**src/rtl/seg_display_arbiter_pkg.sv**
```systemverilog
// Shared definitions for the 7-segment display arbiter.
// Requester count, owner width, FSM encodings and default timing.
package seg_display_defs;

    localparam int N_REQ   = 4;
    localparam int OWNER_W = 2;

    localparam logic [0:0] ST_IDLE = 1'b0;
    localparam logic [0:0] ST_SHOW = 1'b1;

    localparam logic [15:0] DEF_DWELL      = 16'd50000;
    localparam logic [15:0] DEF_IDLE_VALUE = 16'h0000;

    typedef logic [OWNER_W-1:0] owner_t;

    function automatic logic [N_REQ-1:0] onehot(input owner_t i);
        return {{(N_REQ-1){1'b0}}, 1'b1} << i;
    endfunction

endpackage

```
**src/rtl/seg_display_arbiter_rr_pick4.sv**
```systemverilog
// Round-robin search over four requests starting after index start.
// The start index itself is tried last unless exclude_start is set.
module rr_pick4
    import seg_display_defs::*;
(
    input  logic [N_REQ-1:0] req,
    input  owner_t           start,
    input  logic             exclude_start,
    output logic             found,
    output owner_t           winner
);

    owner_t idx;

    always_comb begin
        found  = 1'b0;
        winner = start;
        idx    = start;
        for (int k = 1; k <= N_REQ; k++) begin
            idx = start + owner_t'(k);
            if (!found && req[idx] && !(k == N_REQ && exclude_start)) begin
                found  = 1'b1;
                winner = idx;
            end
        end
    end

endmodule

```
**src/rtl/seg_display_arbiter.sv**
```systemverilog
// Grants the shared 7-segment display to one of four requesters,
// round-robin with a minimum dwell per owner, and registers its value.
module seg_display_arbiter
    import seg_display_defs::*;
#(
    parameter logic [15:0] DWELL      = DEF_DWELL,
    parameter logic [15:0] IDLE_VALUE = DEF_IDLE_VALUE
) (
    input  logic                clock,
    input  logic                reset,
    input  logic [N_REQ-1:0]    req,
    input  logic [N_REQ-1:0]    hold,
    input  logic [16*N_REQ-1:0] data,
    output logic [N_REQ-1:0]    grant,
    output owner_t              owner,
    output logic                valid,
    output logic [15:0]         num
);

    logic [0:0]  state;
    logic [15:0] dwell_cnt;
    logic        show;
    logic        found;
    owner_t      winner;
    logic        take;
    logic        go_idle;
    logic [15:0] win_data;
    logic [15:0] own_data;

    assign show     = (state == ST_SHOW);
    assign win_data = data[{winner, 4'b0000} +: 16];
    assign own_data = data[{owner, 4'b0000} +: 16];

    // In SHOW the owner is either released (req low) or must be
    // skipped for pre-emption, so the search always excludes it.
    rr_pick4 u_pick (
        .req           (req),
        .start         (owner),
        .exclude_start (show),
        .found         (found),
        .winner        (winner)
    );

    always_comb begin
        take    = 1'b0;
        go_idle = 1'b0;
        if (!show) begin
            take = found;
        end else if (!req[owner]) begin
            take    = found;
            go_idle = !found;
        end else if (dwell_cnt == 16'd0 && !hold[owner]) begin
            take = found;
        end
    end

    always_ff @(posedge clock or negedge reset) begin
        if (!reset) begin
            state     <= ST_IDLE;
            grant     <= '0;
            owner     <= owner_t'(N_REQ - 1);
            valid     <= 1'b0;
            num       <= IDLE_VALUE;
            dwell_cnt <= 16'd0;
        end else if (take) begin
            state     <= ST_SHOW;
            owner     <= winner;
            grant     <= onehot(winner);
            valid     <= 1'b1;
            num       <= win_data;
            dwell_cnt <= DWELL - 16'd1;
        end else if (go_idle) begin
            state <= ST_IDLE;
            grant <= '0;
            valid <= 1'b0;
            num   <= IDLE_VALUE;
        end else if (show) begin
            num <= own_data;
            if (dwell_cnt != 16'd0) begin
                dwell_cnt <= dwell_cnt - 16'd1;
            end
        end
    end

endmodule

```
**config.mk**
```make
export PLATFORM = sky130hd
export DESIGN_NAME = seg_display_arbiter
export DESIGN_NICKNAME = d
export VERILOG_FILES = /design/src/rtl/seg_display_arbiter_pkg.sv /design/src/rtl/seg_display_arbiter_rr_pick4.sv /design/src/rtl/seg_display_arbiter.sv
export SDC_FILE = /design/constraint.sdc
export NUM_CORES = 1
export LEC_CHECK = 0
export CORE_ASPECT_RATIO = 1.1
export CORE_UTILIZATION = 46
export CTS_BUF_LIST = sky130_fd_sc_hd__clkbuf_4
export CTS_CLUSTER_SIZE = 24
export DETAILED_ROUTE_END_ITERATION = 6
export GPL_TIMING_DRIVEN = 0
export PLACE_DENSITY_LB_ADDON = 0.1
export SLEW_MARGIN = 5
export SYNTH_ARGS = -nofsm -noshare
export SYNTH_HDL_FRONTEND = slang
export SYNTH_SLANG_ARGS = --single-unit
```
**constraint.sdc**
```tcl
create_clock -name clock -period 5.9 [get_ports clock]
set_clock_uncertainty 0.15 [all_clocks]
set_input_delay 0.59 -clock clock [delete_from_list [all_inputs] [get_ports clock]]
set_output_delay 0.59 -clock clock [all_outputs]
set_load 0.1 [all_outputs]
```
==> impl_metrics.ini <==
[job]
maxCapViolations = 0

[timing]
fmax_ghz = 0.3082
tightest_slew_ps = 1033
relSlewSlack = 0.3093
setup_tns_ps = 0
finalSetupViolCount = 0
rsz0062_at_grt = false
min_period_ps = 3245
hold_violations = 0
drv_slew = 0
timing.final.crit_share = 0.5500

[setup_path]
crit_required_ps = 6010
reg2reg_setup_slack_ps = 2970
start_kind = primary input
worstPathArrival_ps = 3360
r2r_start = owner[0]
worst_path_largest_cell_delay_ps = 610
worstPathMaxFanout = 10
crit_start = req[0]
rr_endpoint = num[3]
crit_path_end_kind = flip-flop
critical_path_class = primary input to flip-flop
crit_slowest_cell = clkbuf_1
crit_chain = clkdlybuf4s50_1 -> nor4_1 -> inv_2 -> nor2_1 -> clkbuf_1 -> a21oi_1 -> a22o_1
reg2reg_depth = 7

[global_route]
first_global_vias = 2967
grt_max_degree = 38
antenna_found_initial = 0
overflow = 0
gr-usage-all-layers = 0.2708
grt_pass1_wl_um = 14500

[routing]
routed_via_density = 6.095
drt_iter0_drc = 175
wl_um = 8854
antenna_left = 0
drcViolationCount = 0
wl_per_cell_um = 18.29
dr.pass1.iters = 5
vias = 2950

[floorplanning]
die_h_um = 87.97
start_util = 0.4872
core-area_um2 = 6344
num_rows = 30
die_w_um = 80.15
ios = 97
die_area_um2 = 7050

[cts]
clock-root-buffer = clkbuf_4
cts_tree = yes
path_clk_slew_ps = 130
cts.sinks = 39
cts_setup_buffers = 0
cts_made_buffers = 5
clockBufferDepth = 2
clk_latency_ps = 370
cts_resized = 0
h-tree-depth = 2
cts_hold_buf = 1

[synthesis]
synthArstFlopShare = 1.000
ys.flop_type = dfrtp_1
synth_seq_cells = 39
avgSynthCellArea_um2 = 10.37
ys_seq_area_frac = 0.3166
synth_edf_count = 0
yosysWarnings = 0
synth_nets = 374
synth.distinct_cells = 55
syn-cell-area_um2 = 3090
synthCells = 298

[finish]
final_common_cell = clkdlybuf4s50_1
layout_common_cells = clkdlybuf4s50_1 (95), dfrtp_1 (37), nand3_1 (31)
synthToLayoutAreaGrowth_pct = 37.00
antenna_cells = 0
drive_above_1_share = 0.1658
nFillCells = 525
fin_nets = 479

[min_path]
hold_path.class = flip-flop to flip-flop
hold_path.startpoint = num[15]
hold_depth = 1
min_to = num[15]

[pwr]
irDropWorstVdd_uv = 395.5
cellLeakagePower_nw = 1.619
power_mw = 2.180
cellPowerDensity_nw_per_um2 = 514.8

[placed_design]
hpwlAfterDp_um = 6491
portBuffers = 96
gp_congestion = 0.7916

[outcome]
status = complete, no violations
## worst max path at each step
stage / to / slack, ps / cells past startpoint
after floorplan: num[14] / 2910 / 7
after global placement: num[15] / 2350 / 7
after detailed placement: num[15] / 2320 / 7
after CTS: num[15] / 2680 / 7
after global routing: num[15] / 2410 / 7
final: num[15] / 2660 / 7
## sequential cells by signal (all words and copies together) (netlist names)
name / count
grant: 4
show: 1
owner: 2
dwell_cnt: 16
num: 16
## logic make-up after synthesis
| kind of cell | count (synthesis) | synth area share |
|---|---|---|
| AOI/OAI and AO/OA | 85 | 0.2417 |
| xor gates and xnor gates | 11 | 0.03118 |
| adders and majority gates | 2 | 0.008096 |
| buffers and inverters | 28 | 0.04332 |
| DFF | 39 | 0.3166 |
| muxes | 36 | 0.1895 |
| and+or+nand+nor | 97 | 0.1696 |
## final cells by class
cell class / instances / area (um2) / area share
clock inverters: 3 / 20.02 / 0.004728
flip-flops and latches: 39 / 978.4 / 0.2311
repair buffers: 98 / 985.9 / 0.2329
multi-input cells: 231 / 1978 / 0.4672
well taps: 80 / 100.1 / 0.02364
plain buffers: 22 / 111.4 / 0.02630
inverters: 6 / 22.52 / 0.005319
clock buffers: 5 / 37.54 / 0.008865
## routing by layer
layer / up-vias / GRT usage / part of all wire
li1: 1373 / - / -
met1: 1451 / 0.3514 / 0.43
met3: 15 / 0.04583 / 0.054
met5: - / 0 / 0
met2: 111 / 0.4561 / 0.50
met4: 0 / 0.09740 / 0.021
## synth_stat cells (3+ instances only)
master | instances | area, um2
nor2_1 | 16 | 60.06
a211oi_1 | 3 | 22.52
or2_2 | 4 | 25.02
o2bb2a_1 | 6 | 60.06
o2bb2a_4 | 9 | 180.2
inv_1 | 5 | 18.77
a21oi_1 | 8 | 40.04
buf_2 | 8 | 40.04
a31o_2 | 4 | 35.03
mux4_2 | 18 | 405.4
clkbuf_1 | 9 | 33.78
or3_1 | 4 | 25.02
a2bb2oi_1 | 15 | 131.4
nand3_1 | 31 | 155.2
xnor2_1 | 9 | 78.83
nor4_1 | 3 | 18.77
dfrtp_1 | 37 | 925.9
o21ai_0 | 23 | 115.1
mux2i_1 | 18 | 180.2
nand2_1 | 18 | 67.56
nor3_1 | 4 | 20.02
## report_power, final
| part | switching [mW] | total (mW) | internal, mW |
|---|---|---|---|
| combinational | 1.04 | 1.60 | 0.561 |
| clock | 0.103 | 0.149 | 0.0456 |
| sequential | 0.0747 | 0.433 | 0.358 |
| total | 1.22 | 2.18 | 0.965 |
## critical path: cells and delay by family
family                 cells  cell delay [ps]
buffers and inverters      3             1330
AOI/OAI and AO/OA          2              320
and+or+nand+nor            2             1120
## per-stage QoR
| stage | utilization | instance area [um2] | instances | hold WS [ps] | setup WS [ps] |
|---|---|---|---|---|---|
| global route | 0.6675 | 4234 | 484 | 402.2 | 2411 |
| finish | 0.6675 | 4234 | 484 | 376.5 | 2655 |
| floorplan | - | 3090 | 298 | 144.4 | 2912 |
| CTS | 0.6675 | 4234 | 484 | 378.0 | 2684 |
| global placement | 0.6544 | 4151 | 474 | 344.4 | 2349 |
| detailed placement | 0.6568 | 4167 | 475 | 261.6 | 2320 |
Power figures use the tool's default switching activity.
